==> src/rtl/regfile_wb_arbiter.sv <==
// ---------------------------------------------------------------------------
// regfile_wb_arbiter
//
// Shares the single register-file write port between the ALU writeback
// stage (requester 0) and the multi-cycle CNN/MAC unit (requester 1).
// Arbitration is round-robin with a valid/ready handshake. The write port
// is driven from registers, so a request accepted at edge k is visible on
// rf_regwrite/rf_rd/rf_writedata during cycle k+1.
//
// Writes addressed to x0 are accepted but never reach the register file.
// They are counted instead in a saturating 8-bit counter.
// ---------------------------------------------------------------------------
module regfile_wb_arbiter #(
    parameter int DATA_W = 32,
    parameter int ADDR_W = 5
) (
    input  logic              clk,
    input  logic              reset,
    input  logic              hold,

    input  logic              req0_valid,
    input  logic [ADDR_W-1:0] req0_rd,
    input  logic [DATA_W-1:0] req0_data,
    output logic              req0_ready,

    input  logic              req1_valid,
    input  logic [ADDR_W-1:0] req1_rd,
    input  logic [DATA_W-1:0] req1_data,
    output logic              req1_ready,

    output logic              rf_regwrite,
    output logic [ADDR_W-1:0] rf_rd,
    output logic [DATA_W-1:0] rf_writedata,
    output logic [7:0]        x0_drops
);

    localparam logic [7:0] DROPS_MAX = 8'hFF;

    // Requester that won the most recent transfer. It resets to 1 so that
    // requester 0 wins the first contention.
    logic              last_grant_q, last_grant_d;

    logic              regwrite_q,   regwrite_d;
    logic [ADDR_W-1:0] rd_q,         rd_d;
    logic [DATA_W-1:0] data_q,       data_d;
    logic [7:0]        drops_q,      drops_d;

    logic              grant0, grant1;
    logic              xfer;
    logic [ADDR_W-1:0] sel_rd;
    logic [DATA_W-1:0] sel_data;
    logic              sel_is_x0;

    // Round-robin grant; nothing is granted during hold or reset.
    always_comb begin
        // NOTE: every output of a combinational block gets a default first,
        // so no path through the if/else leaves a value unassigned (no latch).
        grant0 = 1'b0;
        grant1 = 1'b0;
        if (!reset && !hold) begin
            if (req0_valid && !req1_valid) begin
                grant0 = 1'b1;
            end else if (req1_valid && !req0_valid) begin
                grant1 = 1'b1;
            end else if (req0_valid && req1_valid) begin
                // Under contention the requester that did not win last time goes.
                grant0 = last_grant_q;
                grant1 = ~last_grant_q;
            end
        end
    end

    assign req0_ready = grant0;
    assign req1_ready = grant1;

    // The grant is one-hot, so a transfer is simply "anyone granted".
    assign xfer      = grant0 | grant1;
    assign sel_rd    = grant1 ? req1_rd   : req0_rd;
    assign sel_data  = grant1 ? req1_data : req0_data;
    assign sel_is_x0 = (sel_rd == '0);

    // Next state of the write port, the round-robin pointer and the x0 counter.
    always_comb begin
        regwrite_d   = 1'b0;
        rd_d         = rd_q;
        data_d       = data_q;
        last_grant_d = last_grant_q;
        drops_d      = drops_q;

        if (xfer) begin
            last_grant_d = grant1;
            if (sel_is_x0) begin
                // x0 is hard-wired zero: accept the request, drop the write.
                if (drops_q != DROPS_MAX) begin
                    drops_d = drops_q + 8'd1;
                end
            end else begin
                regwrite_d = 1'b1;
                rd_d       = sel_rd;
                data_d     = sel_data;
            end
        end
    end

    // State registers; reset discards any pending registered write.
    always_ff @(posedge clk or posedge reset) begin
        if (reset) begin
            regwrite_q   <= 1'b0;
            rd_q         <= '0;
            data_q       <= '0;
            last_grant_q <= 1'b1;
            drops_q      <= '0;
        end else begin
            // NOTE: sequential state uses non-blocking assignments so every
            // register samples its next value from the same pre-edge state.
            regwrite_q   <= regwrite_d;
            rd_q         <= rd_d;
            data_q       <= data_d;
            last_grant_q <= last_grant_d;
            drops_q      <= drops_d;
        end
    end

    assign rf_regwrite  = regwrite_q;
    assign rf_rd        = rd_q;
    assign rf_writedata = data_q;
    assign x0_drops     = drops_q;

endmodule

==> config.mk <==
export PLATFORM = sky130hd
export DESIGN_NAME = regfile_wb_arbiter
export DESIGN_NICKNAME = d
export VERILOG_FILES = /design/src/rtl/regfile_wb_arbiter.sv
export SDC_FILE = /design/constraint.sdc
export NUM_CORES = 1
export LEC_CHECK = 0
export CAP_MARGIN = 5
export CORE_UTILIZATION = 40
export CTS_CLUSTER_DIAMETER = 150
export CTS_CLUSTER_SIZE = 30
export DETAILED_ROUTE_END_ITERATION = 12
export MAX_ROUTING_LAYER = met4
export PLACE_DENSITY = 0.9
export SYNTH_ARGS = -nofsm -noshare
export SYNTH_HDL_FRONTEND = slang
export SYNTH_SLANG_ARGS = --single-unit
export TNS_END_PERCENT = 5
==> constraint.sdc <==
create_clock -name clk -period 2.55 [get_ports clk]
set_input_delay 0.6375 -clock clk [delete_from_list [all_inputs] [get_ports clk]]
set_output_delay 0.6375 -clock clk [all_outputs]
set_load 0.02 [all_outputs]
==> out/qor.csv, run 1 <==
metric;value;unit
status;complete, no violations;
clkTransAtPathRegs;0.08;ns
synth-edff-count;0;
cts_tree;done;
fill_cells;423;
worst_path_most_repeated_cell;buf_6;
synth-async-reset-ratio;1.00;
crit_required;2.73;ns
pre_cts_ws;-0.528;ns
drv_slew;0;
ys_seq_area_frac;0.480;
num_vias;1963;
clockRootBuffer;clkbuf_8;
ctsHoldBuffers;0;
antenna_found_initial;0;
synth-main-ff-cell;dfrtp_1;
endpoint_kind;register;
ir_drop;329;µV
slew_headroom;0.662;
finalHoldViolCount;0;
pin_count;127;
routed_wl;6.12;mm
synthSimpleGateAreaFrac;0.0525;
fin_crit_sh;0.996;
wl_per_cell;15.5;µm
grt_pass1_vias;1964;
leakage;1.78;nW
syn_inst;173;
dp_hpwl;4.50;mm
syn_to_final_growth;69.9;%
synth_mux_area_frac;0.365;
rows;28;
syn-cell-area;2450;µm²
antenna_left;0;
worst_pin_slew;0.501;ns
cts_buffers;5;
finalWorstSetupSlack;0.0105;ns
die_area;6450;µm²
cts-htree-levels;2;
drcViolationCount;0;
place.gp.congestion;0.809;
first_pass_iters;4;
io_buffers;126;
synth_compound_gate_area_share;0.0418;
critPathSlowestCell;clkdlybuf4s50_1;
start_util;0.414;
drt_iter0_markers;68;
dieHeight;80.3;µm
track_usage;0.193;
slowest_delay;0.42;ns
ys_warn_count;0;
worst_setup_path_start_kind;input port;
layout-drive-gt1-share;0.336;
gr-total-overflow;0;
synth-xor-area-share;0.0250;
diodes;0;
clk_path_buf_depth;2;
synth_area_per_cell;14.2;µm²
core;5920;µm²
crit_path_cell_trace;clkdlybuf4s50_1 -> or3b_4 -> buf_6 -> o211a_4 -> nor3_4 -> buf_6 -> clkbuf_16 -> mux2_2;
fmax;394;MHz
grt_first_pass_wirelength;9.22;mm
syn_nets;253;
dieWidth;80.3;µm
grt_start_max_net_pins;38;
clk_latency;0.29;ns
power;2.45;mW
worstSetupPathType;in2reg;
synth_top_family_by_area;multiplexers;
synthAdderAreaFrac;0.00510;
synth_cell_types;31;
maxCapViolCount;0;
final-setup-viol-count;0;
cellPowerDensity;588;nW/µm²
fin_crit;2.54;ns
hold_path.class;reg2reg;
final.setup_skew;0.00336;ns
vias_per_cell;4.96;
final_nets;400;
synth.ff_latch_count;47;
crit_arrival;2.72;ns
cts_sinks;47;
crit_fanout;5;
==> what timing repair did <==
| action | CTS | global route |
|---|---|---|
| pin swaps | 0 | 1 |
| cloned | 0 | 4 |
| gates resized for setup | 10 | 6 |
| setup endpoints to repair | 2 | 29 |
| buffers inserted | 0 | 2 |
==> worst paths after layout <==
| check | start | to | slack [ns] | cells after the start |
|---|---|---|---|---|
| max | reset | rf_writedata[16] | 0.01 | 8 |
| min | rf_writedata[24] | rf_writedata[24] | 0.51 | 1 |
| max reg2reg | last_grant_q | rf_writedata[17] | 0.51 | 5 |
| min reg2reg | rf_writedata[24] | rf_writedata[24] | 0.51 | 1 |
| max in group asynchronous | reset | last_grant_q | 1.20 | 4 |
| min in group asynchronous | reset | x0_drops[7] | 0.79 | 3 |
==> per-stage QoR <==
stage                     instance area [µm²]  hold WS, ns  utilization  setup TNS (ns)  cells
after global placement                   3920        0.480        0.661          -10.31    382
final                                    4170        0.508        0.704               0    396
after detailed placement                 3920        0.494        0.661          -11.24    382
after floorplan                          2450        0.468            -               0    173
after CTS                                4050        0.512        0.684               0    390
after global routing                     4170        0.525        0.704         -0.0430    396
==> cells in the final DEF (no fill, tap or decap), drive strengths merged, types with 2 or more instances in the layout <==
master	count
nor2	2
mux2	71
and2	2
nand2	2
xnor2	7
clkdlybuf4s50	123
and3	4
o2111ai	3
o211ai	3
inv	5
o21ai	3
o22ai	2
mux2i	2
nor3	2
clkbuf	9
buf	21
bufinv	2
dfrtp	46
==> cell usage after synthesis (2+ instances only) <==
cell type,number,area [µm²]
o22ai_1,2,12.5
and2_1,2,12.5
buf_2,4,20.0
buf_6,3,33.8
xnor2_1,7,61.3
o21ai_0,3,15.0
and3_1,4,25.0
o2111ai_1,3,26.3
nand2_1,2,7.51
mux2_2,48,541
nor2_1,2,7.51
mux2_4,20,300
mux2i_1,2,20.0
inv_1,5,18.8
o211ai_1,3,22.5
dfrtp_1,46,1150
mux2_1,3,33.8
==> flip-flops by register name, summed over array words and instances (netlist names) <==
| register | cells |
|---|---|
| last_grant_q | 1 |
| rf_regwrite | 1 |
| rf_writedata | 32 |
| rf_rd | 5 |
| x0_drops | 8 |
==> cell families (layout without fill, tap and decap cells) <==
kind of cell,count (synthesis),count (layout)
simple gates,18,18
buf+inv,13,161
compound gates,14,14
xor+xnor,7,7
fa+ha+maj,1,1
mux,73,73
flops,47,47
==> power by group <==
part | total, mW | switching, mW | internal, mW
clock network | 0.625 | 0.234 | 0.392
registers | 0.949 | 0.0722 | 0.876
logic | 0.877 | 0.348 | 0.529
total | 2.45 | 0.653 | 1.80
==> final cells by class <==
class                   count  area (µm²)  area share
inverters                   5        18.8     0.00450
clock buffers               6        72.6      0.0174
repair buffers            148        1530       0.367
flip-flops and latches     47        1180       0.282
well taps                  75        93.8      0.0225
multi-input cells         113        1220       0.292
clock inverters             2        60.1      0.0144
==> metal layers <==
metal | vias to the layer above | global-route usage | routed length, µm
li1 | 924 | - | -
met1 | 940 | 0.226 | 2490
met2 | 86 | 0.338 | 3140
met3 | 13 | 0.0330 | 357
met4 | 0 | 0.0625 | 125
met5 | - | - | 0
==> worst max-delay path: cells and delay by family <==
kind                   cells  cell delay [ns]
AND/OR/NAND/NOR            2             0.62
AO/OA/AOI/OAI              1             0.24
buffers and inverters      4             0.89
multiplexers               1             0.32
(Power assumes the default switching activity.)
==> inputs of run 2 (changes only) <==
Settings changed: CORE_UTILIZATION 40 to 50, DONT_BUFFER_PORTS set to 1, PLACE_DENSITY 0.9 to 0.74.
==> run 2 against run 1 <==
  * Via count decreased by 28%
  * Utilization is 14 points lower
  * Register-to-register slack hardly changed
  * Fmax is 18% higher
  * Sequential power grew 20%
  * Cell area down 36%
  * Sequential share of layout area rose by 16 points
  * Largest power group unchanged
  * First-iteration DRC count is 15% lower
==> out/qor.csv, run 2 (synthesis results as in run 1) <==
metric;value;unit;change
drv_slew;0;;unchanged
drcViolationCount;0;;unchanged
crit_required;1.91;ns;was 2.73 ns
num_vias;1416;;was 1963
routed_wl;4.82;mm;was 6.12 mm
status;complete, no violations;;unchanged
antenna_left;0;;unchanged
final_common_cell;mux2_2;;was clkdlybuf4s50_1
finalHoldViolCount;0;;unchanged
clk_latency;0.29;ns;about the same
rsz0062_at_grt;no;;
fin_crit;2.15;ns;was 2.54 ns
cts_tree;done;;unchanged
finalNonFillerCells;245;;was 396
largest_reg_flops;32;;unchanged
layout-drive-gt1-share;0.494;;was 0.336
clockPowerShare;0.281;;was 0.255
cts_resized;0;;was 10
p_sw_frac;0.304;;was 0.267
drt_iter0_markers;58;;was 68
whs;0.423;ns;was 0.508 ns
cts-htree-levels;2;;unchanged
antenna_found_initial;0;;unchanged
cp.buffers_inverters;2;;was 4
ctsHoldBuffers;0;;unchanged
final.setup_skew;0.00426;ns;was 0.00336 ns
pin_count;127;;unchanged
start_util;0.519;;was 0.414
worstSetupPathType;in2out;;was in2reg
cts_setup_buffers;0;;unchanged
first_pass_iters;4;;unchanged
worst_setup_path_start_kind;input port;;unchanged
slew_headroom;0.356;;was 0.662
fmax;465;MHz;was 394 MHz
vias_per_cell;5.78;;was 4.96
seqPwrFrac;0.573;;was 0.387
rows;25;;was 28
diodes;0;;unchanged
crit_path_cell_trace;or3b_4 -> or2_1 -> inv_1 -> buf_4;;was clkdlybuf4s50_1 -> or3b_4 -> buf_6 -> o211a_4 -> nor3_4 -> buf_6 -> clkbuf_16 -> mux2_2
rr_worst_depth;5;;unchanged
hold_path.class;in2async;;was reg2reg
critPathSlowestCell;or3b_4;;was clkdlybuf4s50_1
final_nets;257;;was 400
grt_start_max_net_pins;48;;was 38
endpoint_kind;output port;;was register
dp_cells;237;;was 382
ir_drop;437;µV;was 329 µV
leakage;1.16;nW;was 1.78 nW
rrSetupSlack;0.52;ns;was 0.51 ns
grt_first_pass_wirelength;7.40;mm;was 9.22 mm
final-setup-viol-count;0;;unchanged
dieHeight;72.1;µm;was 80.3 µm
timing.setup.tns;0;ns;unchanged
fin_crit_sh;0.843;;was 0.996
place.gp.congestion;0.819;;was 0.809
cts_buffers;5;;unchanged
clk_path_buf_depth;2;;unchanged
p_sw;602;µW;was 653 µW
p_int;1.38;mW;was 1.80 mW
cellPowerDensity;746;nW/µm²;was 588 nW/µm²
path_depth;4;;was 8
gr-total-overflow;0;;unchanged
maxCapViolCount;0;;unchanged
crit_arrival;1.51;ns;was 2.72 ns
core;4720;µm²;was 5920 µm²
clockRootBuffer;clkbuf_8;;unchanged
die_area;5190;µm²;was 6450 µm²
final_cell_mix;mux2_2, dfrtp_1, mux2_4, xnor2_1, clkbuf_8;;was clkdlybuf4s50_1, mux2_2, dfrtp_1, mux2_4, buf_4
cts_sinks;47;;unchanged
worst_pin_slew;0.965;ns;was 0.501 ns
track_usage;0.194;;was 0.193
grt_pass1_vias;1507;;was 1964
wl_per_cell;19.7;µm;was 15.5 µm
clkTransAtPathRegs;0.08;ns;about the same
combPwrFrac;0.145;;was 0.358
dieWidth;72.1;µm;was 80.3 µm
crit_fanout;4;;was 5
dp_hpwl;3.70;mm;was 4.50 mm
syn_to_final_growth;8.16;%;was 69.9%
io_buffers;0;;was 126
slowest_delay;0.42;ns;about the same
cp_top_family;simple AND/OR/NAND/NOR gates;;was buffers and inverters
==> run 2: worst register-to-register path, stage by stage (launching register included) <==
cell	delay, ns
dfstp_2	0.55
and2_1	0.23
or2_1	0.17
buf_4	0.31
mux2_2	0.39
mux2_2	0.26
==> run 2: layout make-up <==
type,instances,area [µm²]
Multi-Input combinational cell,113,1210
Fill cell,391,2070
Sequential cell,47,1180
Clock inverter,2,35.0
Timing Repair Buffer,5,50.0
Clock buffer,6,82.6
Tap cell,67,83.8
Inverter,5,18.8
==> run 2: path summary, 6_finish.rpt <==
kind / end / startpoint
setup / recovery: req1_ready / reset
hold / removal: x0_drops[4] / reset
setup reg to reg: rf_writedata[18] / last_grant_q
hold reg to reg: last_grant_q / last_grant_q
max in group asynchronous: rf_writedata[19] / reset
min in group clk: last_grant_q / last_grant_q
==> run 2: stage by stage <==
step           utilization  cell area (µm²)  power, mW  setup slack (ns)
2_1_floorplan            -             2450       1.37             0.126
3_3_place_gp         0.537             2540       1.42             0.223
3_5_place_dp         0.537             2540       1.44             0.160
4_1_cts              0.562             2650       2.01             0.394
5_1_grt              0.562             2650       2.07             0.372
6_report             0.562             2650       1.98             0.400
==> run 2: routing by layer <==
layer	share of wire	routed length, µm	vias to the layer above	GRT usage
met4	0.0083	40	0	0.0458
met1	0.40	1940	691	0.229
li1	-	-	637	-
met5	0	0	-	-
met3	0.084	405	6	0.0639
met2	0.51	2440	82	0.323
==> run 2: power by group through the flow <==
stage / registers [mW] / logic (mW) / clock network (mW)
after global placement: 1.14 / 0.273 / 0
after global routing: 1.15 / 0.314 / 0.602
after floorplan: 1.11 / 0.256 / 0
after detailed placement: 1.15 / 0.295 / 0
after CTS: 1.14 / 0.293 / 0.576
final: 1.14 / 0.288 / 0.557
==> inputs of run 3 (changes only) <==
Clock period 2.55 ns to 2.05 ns, I/O delays scaled along.
==> run 3 against run 2 <==
  * Sequential share of layout area is 1.5 points lower
  * Combinational power grew 39%
  * Critical path depth grew 1
  * Critical path type unchanged
  * Clock skew grew 0.011 ns
==> out/qor.csv, run 3 (synthesis results as in run 1) <==
metric;value;unit;change
drv_slew;0;;unchanged
pre_cts_ws;-0.137;ns;was 0.160 ns
dieHeight;72.1;µm;unchanged
seqPwrFrac;0.592;;was 0.573
largest_reg_flops;32;;unchanged
drt_iter0_markers;51;;was 58
endpoint_kind;output port;;unchanged
diodes;0;;unchanged
clkTransAtPathRegs;0.09;ns;was 0.08 ns
io_buffers;0;;unchanged
met2_length;2.68;mm;was 2.44 mm
maxUsedRoutingLayer;met4;;unchanged
gr-total-overflow;0;;unchanged
place.gp.congestion;0.896;;was 0.819
combPwrFrac;0.168;;was 0.145
rsz0062_at_grt;no;;unchanged
timing.setup.tns;0;ns;unchanged
routed_wl;5.15;mm;was 4.82 mm
fmax;508;MHz;
dp_hpwl;3.71;mm;was 3.70 mm
grt_start_max_net_pins;48;;unchanged
finalHoldViolCount;0;;unchanged
clk_path_buf_depth;2;;unchanged
multi_input_area;1210;µm²;about the same
final_cell_mix;mux2_2, dfrtp_1, mux2_4, buf_4, xnor2_1;;was mux2_2, dfrtp_1, mux2_4, xnor2_1, clkbuf_8
num_vias;1513;;was 1416
rows;25;;unchanged
worst_setup_path_start_kind;input port;;unchanged
die_area;5190;µm²;unchanged
fin_crit_sh;0.961;;
p_sw;753;µW;was 602 µW
clockPowerShare;0.240;;was 0.281
core;4720;µm²;unchanged
worstSetupPathType;in2out;;unchanged
fill_cells;361;;was 391
maxCapViolCount;0;;unchanged
first_pass_iters;6;;was 4
dp_cells;243;;was 237
final_common_cell;mux2_2;;unchanged
cts-htree-levels;2;;unchanged
grt_pass1_vias;1619;;was 1507
stdcell_area;2750;µm²;was 2650 µm²
cts_buffers;5;;unchanged
ctsHoldBuffers;0;;unchanged
p_int;1.62;mW;was 1.38 mW
wl_per_cell;20.2;µm;was 19.7 µm
clockRootBuffer;clkbuf_8;;unchanged
cellPowerDensity;864;nW/µm²;was 746 nW/µm²
finalWorstSetupSlack;0.0808;ns;was 0.400 ns
crit_required;1.54;ns;was 1.91 ns
finish.utilization;0.582;;was 0.562
whs;0.234;ns;was 0.423 ns
final-setup-viol-count;0;;unchanged
antenna_left;0;;unchanged
cts_sinks;47;;unchanged
dieWidth;72.1;µm;unchanged
dpl_cell_area;2590;µm²;was 2540 µm²
leakage;1.23;nW;was 1.16 nW
layout-drive-gt1-share;0.527;;was 0.494
grt_first_pass_wirelength;7.90;mm;was 7.40 mm
crit_fanout;3;;was 4
finalNonFillerCells;255;;was 245
syn_to_final_growth;12.0;%;was 8.16%
ir_drop;424;µV;was 437 µV
clk_latency;0.29;ns;about the same
crit_arrival;1.46;ns;was 1.51 ns
vias_per_cell;5.93;;was 5.78
power;2.37;mW;was 1.98 mW
track_usage;0.207;;was 0.194
final_nets;267;;was 257
start_util;0.519;;unchanged
worst_pin_slew;0.586;ns;was 0.965 ns
fin_crit;1.97;ns;
final.setup_skew;0.0151;ns;was 0.00426 ns
slew_headroom;0.605;;was 0.356
met3_length;349;µm;was 405 µm
antenna_found_initial;0;;unchanged
drcViolationCount;0;;unchanged
pin_count;127;;unchanged
met1_length;2.00;mm;was 1.94 mm
seqCellArea;1180;µm²;unchanged
hold_path.class;in2async;;unchanged
status;complete, no violations;;unchanged
cts_tree;done;;unchanged
p_sw_frac;0.317;;was 0.304
[run 3: critical path, stage by stage]
cell and delay, ns:
or3b_4 0.39, or2_4 0.26, buf_12 0.13, inv_1 0.04
buf_4 0.13
[run 3: path summary, 6_finish.rpt]
path	startpoint	to	slack (ns)	cells after the start
worst max-delay path	hold	req1_ready	0.08	5
worst min-delay path	reset	x0_drops[7]	0.23	2
worst max register to register	last_grant_q	rf_writedata[12]	0.14	6
worst min register to register	last_grant_q	last_grant_q	0.52	2
max in group asynchronous	reset	rf_writedata[21]	1.38	2
min in group clk	req0_valid	last_grant_q	0.40	3
[run 3: cell type report]
cell class / count / share of cell area
sequential: 47 / 0.428
multi-input combinational: 113 / 0.441
tap: 67 / 0.0305
inverter: 5 / 0.00683
clock buffer: 7 / 0.0314
clock inverter: 1 / 0.00319
timing repair buffer: 15 / 0.0592
[run 3: routing by layer]
| metal | up-vias | track usage |
|---|---|---|
| li1 | 657 | - |
| met1 | 739 | 0.236 |
| met4 | 0 | 0.0741 |
| met2 | 105 | 0.349 |
| met3 | 12 | 0.0569 |
| met5 | - | - |
[run 3: what timing repair did]
action                                  in CTS  in global routing
buffers inserted                             3                  0
resized for setup                            3                  0
hold endpoints to repair                     0                  0
endpoints found under the setup margin       1                  0
[run 3: power groups by stage]
stage          registers (mW)  clock network [mW]  logic, mW
6_report                 1.40               0.570      0.400
5_1_grt                  1.42               0.623      0.435
4_1_cts                  1.41               0.589      0.405
3_5_place_dp             1.42                   0      0.389
3_3_place_gp             1.41                   0      0.363
2_1_floorplan            1.39                   0      0.319
==> RTL edit 1 (settings of run 1) <==
The parameter `DATA_W` goes from 32 to 64.
--- a/src/rtl/regfile_wb_arbiter.sv
+++ b/src/rtl/regfile_wb_arbiter.sv
@@ -13,3 +13,3 @@
 module regfile_wb_arbiter #(
-    parameter int DATA_W = 32,
+    parameter int DATA_W = 64,
     parameter int ADDR_W = 5
Interface: changed (resized req0_data, req1_data and rf_writedata); port bits go from 127 to 223. No check against the original RTL was run, so the function may have changed too.
==> RTL edit 1 against run 1 <==
  * Count of clock-buffer cells in the layout up 6
  * Sequential share of layout area up 1.8 points
  * Worst setup slack better by 0.027 ns
  * Total power up 58%
  * First-iteration DRC count down 2.9%
  * Area after synthesis up 60%
  * Sequential cell count up 32
  * Wire length up 75%
  * Final area up 58%
  * Clock power up 30%
==> RTL edit 1: results (changes against run 1) <==
metric	value	unit	change
wl_met2	5490	um	+75%
drtIter0Drc	66		-2.9%
port_buffers	222		+76%
postSynthCellCount	274		+58%
fin_nets	653		+63%
grt_pass1_vias	3411		+74%
yosysUniqueCellTypes	29		-6.5%
multi_input_area_share	0.285		-0.00660
dpl_cell_area	0.00642	mm2	+64%
worstHoldStart	last_grant_q		
peakVddDrop	331	uV	+0.43%
slowest_delay	0.54	ns	+0.12 ns
routedWlPerCell	16.6	um	+7.5%
largest_register_ffs	64		+100%
post-place-ws	-0.271	ns	+0.257 ns
cts_buffers	9		+4
synth_fp_nets	418		+65%
critPathMaxFanout	26		+21
grt_use_total	0.215		+0.0214
outcome	finished, final reports clean		
synth-seq-cells	79		+68%
clk_share	0.0254		-0.00638
fin_skew	0.0146	ns	+0.0113 ns
grt_pass1_wl	16300	um	+77%
gp_congestion	0.833		+3.0%
[RTL edit 1: cell count changes after synthesis, sizes merged, moves of 3 or more]
cell            run 1  this run
o211ai              3         0
and4                0         3
clkbuf              1         8
dfrtp              46        78
and3                4         1
xnor2               7         0
a2111oi             0         5
mux2               71       136
xor2                0         6
[RTL edit 1: worst paths after layout]
check | end | slack [ns] | depth (start not counted)
worst max-delay path | rf_writedata[16] | 0.04 | 6
worst min-delay path | last_grant_q | 0.48 | 2
worst max register to register | rf_writedata[4] | 0.51 | 6
worst min register to register | last_grant_q | 0.48 | 2
max in group asynchronous | rf_writedata[17] | 1.18 | 4
min in group asynchronous | rf_writedata[5] | 0.91 | 4
[RTL edit 1: cells by family after synthesis]
logic type	Yosys count	synth area share
compound gates	13	0.0341
buf+inv	19	0.0204
mux	138	0.395
xor+xnor	6	0.0134
fa+ha+maj	1	0.00319
simple gates	18	0.0300
flops	79	0.504
==> RTL edit 2 (flow settings as in run 1) <==
Made on the original files. Take the reset off `rd_q` and `data_q` and load them in a clocked block of their own.
--- a/src/rtl/regfile_wb_arbiter.sv
+++ b/src/rtl/regfile_wb_arbiter.sv
@@ -108,4 +108,2 @@
             regwrite_q   <= 1'b0;
-            rd_q         <= '0;
-            data_q       <= '0;
             last_grant_q <= 1'b1;
@@ -116,4 +114,2 @@
             regwrite_q   <= regwrite_d;
-            rd_q         <= rd_d;
-            data_q       <= data_d;
             last_grant_q <= last_grant_d;
@@ -121,2 +117,7 @@
         end
+    end
+
+    always_ff @(posedge clk) begin
+        rd_q   <= rd_d;
+        data_q <= data_d;
     end
Check against the original RTL: differs if reset is asserted again (counterexample within 4 cycles, from zero or initial values and one cycle with reset high); with reset held inactive, the same outputs for 10 cycles.
==> RTL edit 2 against run 1 <==
  * Area after synthesis shrank 13%
  * Global-route usage rose by 1.7 points
  * Wire length down 7.0%
  * Worst setup slack improved by 0.080 ns
  * Final area down 13%
  * Sequential share of layout area up 9.3 points
  * Count of clock-buffer cells in the layout shrank 1
  * Hold slack lost 0.017 ns
  * First-iteration DRC count increased by 19%
  * Sequential cell count is the same
  * Critical path depth shrank 3
  * Highest routed layer unchanged
Power is not compared: it rests on default switching activity, and its combinational part moved more than twofold at a synthesized area within 25%.
==> RTL edit 2: results (changes against run 1) <==
metric	value	unit	change
grt_use_total	0.210		+0.0167
post-dp-hpwl	4410	um	-1.9%
fin_nets	414		+3.5%
vias_per_cell	4.63		-6.6%
wl_met3	248	um	-31%
grt_pass1_vias	1758		-10%
synth_edf_count	37		+37
synthFlopType	edfxtp_1		
grt_pass1_wl	8330	um	-9.7%
routedWlPerCell	14.1	um	-8.9%
ys_async_sr_fraction	0.213		-0.787
grt_max_degree	39		+2.6%
slew_headroom	0.725		+0.0632
hold_slack	0.491	ns	-0.0169 ns
postSynthCellCount	197		+14%
yosysUniqueCellTypes	24		-23%
r2r_cells	4		-1
critPathMaxFanout	3		-2
outcome	finished, final reports clean		
holdPathStages	2		+1
ys_top_cells_by_area	edfxtp_1 52%, nand2_1 18%, dfrtp_1 11%		
yosys-top-cells-count	101 x nand2_1, 37 x edfxtp_1, 9 x dfrtp_1, 6 x xor2_1		
synth_seq_area_share	0.641		+0.161
drive_gt1_frac	0.0988		-0.238
num-fill-cells	389		-8.0%
cts-resized-gates	2		-8
synth_fp_nets	277		+9.5%
worstHoldStart	last_grant_q		
worstPathArrival	1.82	ns	-0.90 ns
r2r-end	rf_rd[1]		
slowest_delay	0.46	ns	+0.04 ns
RTL edit 2: cell types whose count changed after synthesis, sizes merged, moves of 3 or more:
cell	delta
mux2	-65
o211ai	-3
edfxtp	+37
o2111ai	-3
dfrtp	-37
nor3	+3
xor2	+6
and3	-4
nand2	+99
xnor2	-6
nand3	+4
RTL edit 2: cell families (layout without fill, tap and decap cells):
kind of cell,count (synthesis),in the layout,synth area share
xor+xnor,7,7,0.0288
buf+inv,11,148,0.0194
compound gates,6,6,0.0341
flops,47,47,0.641
mux,6,6,0.0318
fa+ha+maj,1,1,0.00588
simple gates,119,119,0.239
RTL edit 2: metrics by stage:
step	TNS (ns)	instance area [um2]	util
3_3_place_gp	-0.190	3560	0.696
5_1_grt	0	3630	0.711
3_5_place_dp	-1.87	3560	0.696
4_1_cts	0	3630	0.711
2_1_floorplan	0	2140	-
6_report	0	3630	0.711
RTL edit 2: worst max-delay path by stage:
stage	end	slack, ns	cells after the start
finish	req1_ready	0.09	5
global route	req1_ready	0.04	5
CTS	req0_ready	0.10	5
detailed placement	req0_ready	-0.19	5
global placement	req1_ready	-0.08	5
floorplan	rf_rd[0]	0.07	3
RTL edit 2: power breakdown:
| part | total [mW] | internal, mW | switching [mW] |
|---|---|---|---|
| clock network | 0.407 | 0.183 | 0.224 |
| registers | 0.909 | 0.889 | 0.0200 |
| logic | 0.396 | 0.225 | 0.171 |
| total | 1.71 | 1.30 | 0.416 |
RTL edit 2: metal layers:
metal	up-vias	global-route usage
met3	6	0.0308
met5	-	-
met2	67	0.387
met4	0	0.0818
met1	872	0.226
li1	926	-
RTL edit 2: worst register-to-register path: stages, from the launching register on:
cell and delay, ns:
dfstp_2 0.56, nand2_1 0.08, nand3_1 0.12, buf_4 0.38
mux2_2 0.41
RTL edit 2: cell type report:
type | count | share of cell area
Sequential cell | 47 | 0.375
Timing Repair Buffer | 137 | 0.373
Multi-Input combinational cell | 139 | 0.202
Tap cell | 70 | 0.0241
Clock buffer | 5 | 0.0190
Inverter | 4 | 0.00414
Clock inverter | 2 | 0.00241
